`src/rtl/a2d_arb.sv`:
```
// Shares A2D_intf between cmd_cfg battery requests (priority) and a periodic channel scan; grant 1 clk after request, results 1 clk after a2d_cnv_cmplt.
// No backpressure: request pulses are held in pending flags until granted, and every output is a registered one-clock pulse or held value.
module a2d_arb #(
    parameter logic [15:0] SCAN_PERIOD     = 16'd50000,
    parameter int          NUM_SCAN_CH     = 3,
    parameter logic [2:0]  BATT_CH         = 3'd0,
    parameter logic [7:0]  LOW_BATT_THRESH = 8'hC0,
    parameter logic [11:0] TIMEOUT         = 12'd4095
) (
    input  logic        clk,
    input  logic        rst_n,
    input  logic        cmd_strt_cnv,
    output logic        cmd_cnv_cmplt,
    output logic [7:0]  batt,
    output logic        a2d_strt_cnv,
    output logic [2:0]  a2d_chnnl,
    input  logic        a2d_cnv_cmplt,
    input  logic [11:0] a2d_res,
    output logic        scan_vld,
    output logic [2:0]  scan_chnnl,
    output logic [11:0] scan_res,
    output logic        low_batt,
    output logic        a2d_err
);
    localparam logic [2:0] LAST_CH = 3'(NUM_SCAN_CH - 1);

    typedef enum logic [1:0] {IDLE, CONV_CMD, CONV_SCAN} state_t;

    state_t      state;
    logic [15:0] timer;
    logic [11:0] wdog;
    logic [2:0]  scan_ptr;
    logic        cmd_pend;
    logic        scan_pend;
    logic        low_cnt;
    logic        expire;
    logic        cmd_req;
    logic        scan_req;
    logic        grant_cmd;
    logic        grant_scan;
    logic        wdog_hit;
    logic [2:0]  ptr_nxt;

    // The raw pulse joins the pending flag so an idle grant costs no extra clock.
    always_comb begin
        expire     = (timer == SCAN_PERIOD - 16'd1);
        cmd_req    = cmd_pend | cmd_strt_cnv;
        scan_req   = scan_pend | expire;
        grant_cmd  = (state == IDLE) && cmd_req;
        grant_scan = (state == IDLE) && !cmd_req && scan_req;
        wdog_hit   = (wdog == TIMEOUT);
        ptr_nxt    = (scan_ptr == LAST_CH) ? 3'd0 : scan_ptr + 3'd1;
    end

    // A pulse coinciding with a grant of an already-pending request stays latched.
    always_ff @(posedge clk or negedge rst_n) begin
        if (!rst_n) begin
            timer     <= 16'd0;
            cmd_pend  <= 1'b0;
            scan_pend <= 1'b0;
        end else begin
            timer     <= expire ? 16'd0 : timer + 16'd1;
            cmd_pend  <= cmd_strt_cnv ? !(grant_cmd && !cmd_pend) : (cmd_pend && !grant_cmd);
            scan_pend <= expire ? !(grant_scan && !scan_pend) : (scan_pend && !grant_scan);
        end
    end

    always_ff @(posedge clk or negedge rst_n) begin
        if (!rst_n) begin
            state         <= IDLE;
            wdog          <= 12'd0;
            scan_ptr      <= 3'd0;
            low_cnt       <= 1'b0;
            cmd_cnv_cmplt <= 1'b0;
            batt          <= 8'h00;
            a2d_strt_cnv  <= 1'b0;
            a2d_chnnl     <= 3'd0;
            scan_vld      <= 1'b0;
            scan_chnnl    <= 3'd0;
            scan_res      <= 12'h000;
            low_batt      <= 1'b0;
            a2d_err       <= 1'b0;
        end else begin
            cmd_cnv_cmplt <= 1'b0;
            a2d_strt_cnv  <= 1'b0;
            scan_vld      <= 1'b0;
            a2d_err       <= 1'b0;
            case (state)
                IDLE: begin
                    if (grant_cmd) begin
                        state        <= CONV_CMD;
                        a2d_strt_cnv <= 1'b1;
                        a2d_chnnl    <= BATT_CH;
                        wdog         <= 12'd0;
                    end else if (grant_scan) begin
                        state        <= CONV_SCAN;
                        a2d_strt_cnv <= 1'b1;
                        a2d_chnnl    <= scan_ptr;
                        wdog         <= 12'd0;
                    end
                end
                CONV_CMD: begin
                    if (a2d_cnv_cmplt) begin
                        batt          <= a2d_res[11:4];
                        cmd_cnv_cmplt <= 1'b1;
                        state         <= IDLE;
                    end else if (wdog_hit) begin
                        batt          <= 8'h00;
                        cmd_cnv_cmplt <= 1'b1;
                        a2d_err       <= 1'b1;
                        state         <= IDLE;
                    end else begin
                        wdog <= wdog + 12'd1;
                    end
                end
                CONV_SCAN: begin
                    if (a2d_cnv_cmplt) begin
                        scan_res   <= a2d_res;
                        scan_chnnl <= a2d_chnnl;
                        scan_vld   <= 1'b1;
                        scan_ptr   <= ptr_nxt;
                        state      <= IDLE;
                        if (a2d_chnnl == BATT_CH) begin
                            if (a2d_res[11:4] < LOW_BATT_THRESH) begin
                                if (low_cnt)
                                    low_batt <= 1'b1;
                                low_cnt <= 1'b1;
                            end else begin
                                low_cnt <= 1'b0;
                            end
                        end
                    end else if (wdog_hit) begin
                        a2d_err  <= 1'b1;
                        scan_ptr <= ptr_nxt;
                        state    <= IDLE;
                    end else begin
                        wdog <= wdog + 12'd1;
                    end
                end
                default: state <= IDLE;
            endcase
        end
    end
endmodule

```
`config.mk`:
```
export PLATFORM = sky130hd
export DESIGN_NAME = a2d_arb
export DESIGN_NICKNAME = d
export VERILOG_FILES = /design/src/rtl/a2d_arb.sv
export SDC_FILE = /design/constraint.sdc
export NUM_CORES = 1
export LEC_CHECK = 0
export CAP_MARGIN = 20
export CORE_MARGIN = 2
export CORE_UTILIZATION = 50
export DETAILED_ROUTE_END_ITERATION = 8
export PLACE_DENSITY = 0.75
export SKIP_CTS_REPAIR_TIMING = 1
export SYNTH_ARGS = -nofsm -noshare
export SYNTH_HDL_FRONTEND = slang
export SYNTH_SLANG_ARGS = --single-unit
export TNS_END_PERCENT = 100
```
`constraint.sdc`:
```
create_clock -name clk -period 5.1 [get_ports clk]
set_input_delay 0.51 -clock clk [delete_from_list [all_inputs] [get_ports clk]]
set_output_delay 0.51 -clock clk [all_outputs]
set_load 0.02 [all_outputs]
```
==> flow_summary.json, run 1 <==
{
  "status": "completed",
  "clock-sinks": 67,
  "antenna_found_initial": 0,
  "syn2layout_area_growth_pct": 22.72,
  "hpwl_um": 4485,
  "synth.avg_cell_area_um2": 11.39,
  "drt_first_iter_violations": 144,
  "yosys.cell_count.top_type": "dfrtp_1",
  "max_freq_mhz": 447.7,
  "ant_nets": 0,
  "initial_core_util": 0.5249,
  "synth.distinct_cells": 59,
  "grt_pass1_vias": 2260,
  "hold_slack_ns": 0.3444,
  "tightest_slew_ns": 0.8191,
  "required_ns": 5.39,
  "critical_path_class": "register to register",
  "grt.total_usage": 0.1978,
  "ys_ff_latch": 67,
  "min_period_over_period": 0.4380,
  "firstDrtPassIters": 4,
  "io_pins": 47,
  "synth.largest_area_cell": "dfrtp_1",
  "fp.dieH_um": 83.30,
  "chipWidth_um": 83.30,
  "setup_viol": 0,
  "drc_errors": 0,
  "start_kind": "register",
  "gp_congestion": 0.8397,
  "cts_root_buf": "clkbuf_8",
  "rows": 28,
  "ir_worst_vdd_v": 0.0001952,
  "cp_max_fo": 14,
  "rsz0062_at_grt": "false",
  "overflow": 0,
  "yosys_warnings": 0,
  "cts_tree": "built",
  "fin_tns_setup_ns": 0,
  "layout_setup_ws_ns": 2.866,
  "totalWireLength_um": 6419,
  "max-cap-violations": 0,
  "synthTopCellsByCount": "dfrtp_1, nand2_1, nor2_1",
  "yosys-top-cells-area": "dfrtp_1, mux2_2, nand2_1",
  "die_area_um2": 6939,
  "clkTransAtPathRegs_ns": 0.07,
  "syn_nets": 297,
  "end_kind": "register",
  "fin_crit_ns": 2.234,
  "grt_pass1_wl_um": 10940,
  "dr_total_vias": 2371,
  "final_nets": 349,
  "powerDensity_nw_per_um2": 407.3,
  "grt_max_degree": 68,
  "syn_area_um2": 3144,
  "slew_headroom": 0.4540,
  "yosys.area.top_type_share": 0.5332,
  "core_area_um2": 5991,
  "min_path_type": "input port to async pin",
  "async_flop_share": 1.000,
  "h-tree-depth": 3,
  "numCtsBuffers": 9,
  "io_buffers": 46,
  "final_max_slew_viol_count": 0,
  "cts_max_path_buffers": 2,
  "synth_edf_count": 0,
  "final_cells": 408,
  "num_antenna_cells": 0,
  "final_util": 0.6441,
  "yosysSeqAreaShare": 0.5332,
  "place_inst": 392,
  "leakage_uw": 0.001744,
  "layout-drive-gt1-share": 0.1441,
  "routed_via_density": 5.811,
  "fillers": 481,
  "place_ws_ns": 2.702,
  "drt-wirelength-per-cell_um": 15.73,
  "hold_viol_final": 0,
  "ys.flop_type": "dfrtp_1",
  "clock_skew_ns": 0.009282,
  "synthCells": 276,
  "worstPathArrival_ns": 2.52,
  "clk_latency_ns": 0.34
}
## layout make-up
cell class | count | area (um^2) | share of cell area
Clock buffer | 12 | 135.1 | 0.03502
Tap cell | 75 | 93.84 | 0.02432
Inverter | 11 | 41.29 | 0.01070
Sequential cell | 67 | 1677 | 0.4345
Multi-Input combinational cell | 192 | 1398 | 0.3622
Clock inverter | 4 | 51.30 | 0.01329
Timing Repair Buffer | 47 | 462.9 | 0.1200
## cell usage in the layout (no fill, tap or decap), types with 2 or more instances in the layout
cell / instances
and2_1: 3
mux2_2: 15
and3_1: 7
nand4_1: 7
nor2_1: 20
o32ai_1: 2
xnor2_1: 6
clkbuf_8: 9
nand2_1: 28
and4_1: 4
a22o_1: 12
a211oi_1: 3
xor2_1: 8
nor3_1: 3
inv_1: 10
o21ai_0: 3
clkbuf_1: 3
a31oi_1: 2
nand3_1: 11
nor4_1: 6
maj3_1: 2
a21oi_1: 11
o21a_1: 2
ha_1: 5
o211ai_1: 2
clkdlybuf4s50_1: 45
dfrtp_1: 67
## registers in the layout, indices dropped and copies added, names as in the netlist
| signal | flops |
|---|---|
| timer | 16 |
| scan_res | 12 |
| wdog | 12 |
| batt | 8 |
| a2d_chnnl | 3 |
| scan_chnnl | 3 |
| scan_ptr | 3 |
| state | 2 |
| a2d_err | 1 |
| a2d_strt_cnv | 1 |
| cmd_cnv_cmplt | 1 |
| cmd_pend | 1 |
| low_batt | 1 |
| low_cnt | 1 |
| scan_pend | 1 |
| scan_vld | 1 |
## critical path, stage by stage, from the launching register on
cell and delay, ns:
dfrtp_1 0.38, inv_1 0.07, ha_1 0.58, inv_1 0.20, nor2_1 0.30, nand2_1 0.20
a221oi_1 0.30, o21a_1 0.15
## per-layer routing
layer / wire, um / up-vias / track usage / part of all wire
li1: - / 1116 / - / -
met1: 3001 / 1154 / 0.2703 / 0.47
met2: 2852 / 92 / 0.2852 / 0.44
met3: 440 / 9 / 0.05865 / 0.069
met4: 125 / 0 / 0.1013 / 0.019
met5: 0 / - / 0 / 0
## through the flow
step	power (uW)	cell area, um^2
final	1572	3859
after global routing	1662	3859
after CTS	1581	3859
after detailed placement	1155	3672
after global placement	1143	3672
after floorplan	980.0	3144
## report_power, final
part / internal [uW] / switching (uW)
clock network: 226 / 198
registers: 617 / 78.0
logic: 195 / 257
## path summary, 6_finish.rpt
kind / end / startpoint / cells past startpoint / slack [ns]
worst max-delay path: wdog[6]$_DFFE_PN0P_ / state[1]$_DFFE_PN0P_ / 7 / 2.87
worst min-delay path: scan_res[1]$_DFFE_PN0P_ / rst_n / 2 / 0.34
worst max register to register: wdog[6]$_DFFE_PN0P_ / state[1]$_DFFE_PN0P_ / 7 / 2.87
worst min register to register: timer[0]$_DFF_PN0_ / timer[0]$_DFF_PN0_ / 1 / 0.47
max in group asynchronous: timer[12]$_DFF_PN0_ / rst_n / 2 / 4.22
min in group clk: timer[0]$_DFF_PN0_ / timer[0]$_DFF_PN0_ / 1 / 0.47
## cell families (layout without fill, tap and decap cells)
logic type | count (synthesis) | count (layout) | synth area share
compound gates | 49 | 49 | 0.1250
flops | 67 | 67 | 0.5332
buf+inv | 17 | 74 | 0.02229
mux | 17 | 17 | 0.06168
xor+xnor | 14 | 14 | 0.03900
fa+ha+maj | 7 | 7 | 0.02626
simple gates | 105 | 105 | 0.1926
Power figures use the tool's default switching activity.
==> run 2: changes to the inputs <==
==> constraint.sdc (replaced) <==
create_clock -name clk -period 2.1 [get_ports clk]
set_input_delay 0.21 -clock clk [delete_from_list [all_inputs] [get_ports clk]]
set_output_delay 0.21 -clock clk [all_outputs]
set_load 0.02 [all_outputs]
==> run 2 against run 1 <==
  * Register-to-register slack lost 2.7 ns
  * Die area is the same
  * Critical path depth unchanged
  * Non-clock buffer count rose by 8
  * Clock skew is 0.0024 ns lower
  * Design area grew 4.6%
  * Sequential power up 140%
  * Sequential cell count is the same
  * Clock power rose to 3.4 times the previous value
  * Global-route usage increased by 1.9 points
  * Critical endpoint is now wdog[9]$_DFFE_PN0P_
  * Total power grew to 2.7 times the previous value
==> flow_summary.json, run 2 (synthesis gave the netlist of run 1 again) <==
{
  "status": "completed",
  "final_common_cell": "dfrtp_1",
  "setup_viol": 0,
  "place_ws_ns": 0.1376,
  "ant_nets": 0,
  "fin_tns_setup_ns": 0,
  "grt_pass1_wl_um": 12040,
  "max-cap-violations": 0,
  "cts_max_path_buffers": 2,
  "ir_worst_vdd_v": 0.0006515,
  "cts_tree": "built",
  "powerDensity_nw_per_um2": 1061,
  "fin_area_um2": 4038,
  "placed_area_um2": 3737,
  "clock_skew_ns": 0.006926,
  "hold_slack_ns": 0.3640,
  "clkTransAtPathRegs_ns": 0.08,
  "largest-register": "timer",
  "leakage_uw": 0.001828,
  "reg_top3": "timer (16), scan_res (12), wdog (12)",
  "h-tree-depth": 3,
  "firstDrtPassIters": 4,
  "grt_max_degree": 47,
  "met2_usage": 0.3416,
  "drt-wirelength-per-cell_um": 17.00,
  "overflow": 0,
  "syn2layout_area_growth_pct": 28.41,
  "rows": 28,
  "grtUsageMet1": 0.2845,
  "initial_core_util": 0.5249,
  "min_path_type": "input port to async pin",
  "worstPathArrival_ns": 2.20,
  "rsz0062_at_grt": "false",
  "grt_pass1_vias": 2413,
  "required_ns": 2.34,
  "met3_usage": 0.04871,
  "min_period_over_period": 0.9322,
  "fin_crit_ns": 1.958,
  "chipWidth_um": 83.30,
  "slew_headroom": 0.6491,
  "tightest_slew_ns": 0.5263,
  "gp_congestion": 0.9106,
  "largest_register_ffs": 16,
  "layout_common_cells": "dfrtp_1, clkdlybuf4s50_1, nand2_1",
  "core_area_um2": 5991,
  "clk_latency_ns": 0.35,
  "critical_path_class": "register to register",
  "drc_errors": 0,
  "num_antenna_cells": 0,
  "routed_via_density": 5.877,
  "layout-drive-gt1-share": 0.1789,
  "totalWireLength_um": 7073,
  "fp.dieH_um": 83.30,
  "clock-sinks": 67,
  "hold_viol_final": 0,
  "layout_setup_ws_ns": 0.1423,
  "die_area_um2": 6939,
  "final_nets": 357,
  "io_pins": 47,
  "cts_root_buf": "clkbuf_8",
  "drt_first_iter_violations": 76,
  "dr_total_vias": 2445,
  "antenna_found_initial": 0,
  "io_buffers": 46,
  "final_util": 0.6740,
  "start_kind": "register",
  "max_freq_mhz": 510.8,
  "hpwl_um": 4894,
  "final_max_slew_viol_count": 0,
  "busiest_layer": "met2",
  "reg2reg_slack_ns": 0.14,
  "grt.total_usage": 0.2164,
  "end_kind": "register",
  "numCtsBuffers": 9,
  "cp_max_fo": 5
}
[run 2: path summary, 6_finish.rpt]
| kind | cells past startpoint | to | startpoint |
|---|---|---|---|
| worst min-delay path | 2 | scan_vld$_DFF_PN0_ | rst_n |
| worst min register to register | 1 | timer[13]$_DFF_PN0_ | timer[13]$_DFF_PN0_ |
| worst max-delay path | 7 | wdog[9]$_DFFE_PN0P_ | wdog[0]$_DFFE_PN0P_ |
| max in group asynchronous | 3 | scan_res[11]$_DFFE_PN0P_ | rst_n |
| worst max register to register | 7 | wdog[9]$_DFFE_PN0P_ | wdog[0]$_DFFE_PN0P_ |
| min in group clk | 2 | scan_res[1]$_DFFE_PN0P_ | a2d_res[1] |
[run 2: critical path, stage by stage (launching register included)]
cell and delay, ns:
dfrtp_1 0.42, ha_1 0.25, nand3_2 0.15, nor4_1 0.37
buf_4 0.18, a211oi_2 0.05, and3_1 0.19, a211oi_1 0.25
[run 2: cell type report]
class / count / area (um^2)
sequential: 67 / 1677
multi-input combinational: 192 / 1414
fill: 434 / 1953
clock inverter: 6 / 136.4
timing repair buffer: 55 / 538.0
tap: 75 / 93.84
inverter: 11 / 41.29
clock buffer: 10 / 137.6
[run 2: stage by stage]
step,power [uW],instances
global route,4498,416
finish,4283,416
global placement,2820,399
detailed placement,2856,399
CTS,4293,415
floorplan,2380,276
[run 2: power breakdown]
group	switching, uW	internal, uW
sequential	203	1500
combinational	636	507
clock	496	943
total	1330	2950
[run 2: per-layer routing]
layer  wire length, um  vias to the layer above
li1                  -                     1136
met1              3083                     1207
met2              3386                       87
met3               426                       15
met4               176                        0
met5                 0                        -
==> run 3: changes to the inputs <==
--- a/config.mk
+++ b/config.mk
@@ -6,7 +6,6 @@
 export NUM_CORES = 1
 export LEC_CHECK = 0
 export CAP_MARGIN = 20
-export CORE_MARGIN = 2
 export CORE_UTILIZATION = 50
 export DETAILED_ROUTE_END_ITERATION = 8
 export PLACE_DENSITY = 0.75
==> constraint.sdc (replaced) <==
create_clock -name clk -period 2.1 [get_ports clk]
set_input_delay 0.21 -clock clk [delete_from_list [all_inputs] [get_ports clk]]
set_output_delay 0.21 -clock clk [all_outputs]
set_load 0.005 [all_outputs]
==> run 3 against run 2 <==
  * Via count shrank 0.61%
  * Die area shrank 4.7%
  * Count of clock-buffer cells in the layout is the same
  * Fmax grew 1.1%
  * First-iteration DRC count grew 140%
  * Worst hold slack gained 0.042 ns
  * Total power shrank 11%
  * Worst setup slack gained 0.021 ns
  * Sequential share of layout area grew 0.89 points
  * Design area shrank 2.1%
  * Register-to-register slack gained 0.02 ns
  * Critical endpoint is now wdog[4]$_DFFE_PN0P_
  * Highest routed layer unchanged
==> flow_summary.json, run 3 (synthesis gave the netlist of run 1 again) <==
{
  "start_kind": "register",
  "setup_viol": 0,
  "clk_latency_ns": 0.34,
  "drc_errors": 0,
  "overflow": 0,
  "io_pins": 47,
  "final_common_cell": "dfrtp_1",
  "worstPathArrival_ns": 2.16,
  "firstDrtPassIters": 5,
  "layout_common_cells": "dfrtp_1, clkdlybuf4s50_1, nand2_1",
  "tightest_slew_ns": 0.4936,
  "routed_via_density": 5.841,
  "io_buffers": 46,
  "ir_worst_vdd_v": 0.0005737,
  "cts_tree": "built",
  "rsz0062_at_grt": "false",
  "critical_path_class": "register to register",
  "min_path_type": "input port to async pin",
  "drt-wirelength-per-cell_um": 15.69,
  "grt_pass1_wl_um": 10540,
  "clock_skew_ns": 0.007124,
  "largest_register_ffs": 16,
  "clock-sinks": 67,
  "initial_core_util": 0.5249,
  "final-seq-area_um2": 1677,
  "grt_max_degree": 68,
  "grt_pass1_vias": 2223,
  "rows": 28,
  "cts_root_buf": "clkbuf_8",
  "worst_path_max_delay_cell": "dfrtp_1",
  "critical-path-max-stage-delay_ns": 0.43,
  "antenna_found_initial": 0,
  "cts_max_path_buffers": 2,
  "drt_first_iter_violations": 179,
  "ant_nets": 0,
  "power_uw": 3819,
  "multiInputGateArea_um2": 1401,
  "fin_tns_setup_ns": 0,
  "max-cap-violations": 0,
  "syn2layout_area_growth_pct": 25.71,
  "end_kind": "register",
  "max_freq_mhz": 516.2,
  "die_area_um2": 6610,
  "hold_viol_final": 0,
  "grt.total_usage": 0.2138,
  "powerDensity_nw_per_um2": 966.2,
  "slew_headroom": 0.6666,
  "layout-drive-gt1-share": 0.1760,
  "fin_crit_ns": 1.937,
  "dr_total_vias": 2430,
  "leakage_uw": 0.001795,
  "h-tree-depth": 3,
  "clkTransAtPathRegs_ns": 0.07,
  "num_antenna_cells": 0,
  "core_area_um2": 5991,
  "fp.dieH_um": 81.30,
  "min_period_over_period": 0.9225,
  "required_ns": 2.32,
  "hpwl_um": 4547,
  "largest-register": "timer",
  "gp_congestion": 0.9005,
  "fillers": 443,
  "numCtsBuffers": 9,
  "final_nets": 357,
  "totalWireLength_um": 6525,
  "reg_top3": "timer (16), scan_res (12), wdog (12)",
  "final_max_slew_viol_count": 0,
  "status": "completed",
  "cp_max_fo": 7,
  "chipWidth_um": 81.30,
  "path_cells": "ha_1 -> and3_2 -> a41oi_2 -> nand2_1 -> o41ai_1",
  "worstRegToRegCells": 5
}
-- run 3: worst max-delay path, delay by kind of cell (launching register included) --
family	cells	cell delay, ns
compound gates	2	0.67
fa+ha+maj	1	0.27
flops	1	0.43
simple gates	2	0.44
-- run 3: path summary, 6_finish.rpt --
path	startpoint	slack, ns	end
max	wdog[0]$_DFFE_PN0P_	0.16	wdog[4]$_DFFE_PN0P_
min	rst_n	0.41	scan_res[1]$_DFFE_PN0P_
max reg2reg	wdog[0]$_DFFE_PN0P_	0.16	wdog[4]$_DFFE_PN0P_
min reg2reg	low_batt$_DFFE_PN0P_	0.48	low_batt$_DFFE_PN0P_
max in group asynchronous	rst_n	1.42	scan_res[10]$_DFFE_PN0P_
min in group clk	low_batt$_DFFE_PN0P_	0.48	low_batt$_DFFE_PN0P_
-- run 3: area by class of cell --
type | instances | share of cell area
Clock buffer | 10 | 0.03482
Clock inverter | 6 | 0.01614
Inverter | 11 | 0.01045
Multi-Input combinational cell | 192 | 0.3545
Sequential cell | 67 | 0.4242
Tap cell | 75 | 0.02374
Timing Repair Buffer | 55 | 0.1361
-- run 3: power breakdown --
group	switching, uW	internal [uW]
logic	530	512
registers	201	1500
clock network	498	580
-- run 3: layer usage --
metal	track usage	up-vias	part of all wire
met5	0	-	0
met2	0.3267	108	0.45
met1	0.2915	1179	0.46
li1	-	1135	-
met4	0.08214	0	0.012
met3	0.05393	8	0.071
-- run 3: per-stage QoR --
stage / instances / hold slack, ns / setup slack [ns] / instance area, um^2 / util
after global placement: 399 / 0.2553 / 0.2351 / 3737 / 0.6239
after floorplan: 276 / -0.08559 / 0.3063 / 3144 / -
final: 416 / 0.4057 / 0.1629 / 3953 / 0.6598
after detailed placement: 399 / 0.2549 / 0.1640 / 3737 / 0.6239
after global routing: 416 / 0.4561 / 0.002446 / 3953 / 0.6598
after CTS: 415 / -0.1237 / 0.1416 / 3939 / 0.6575
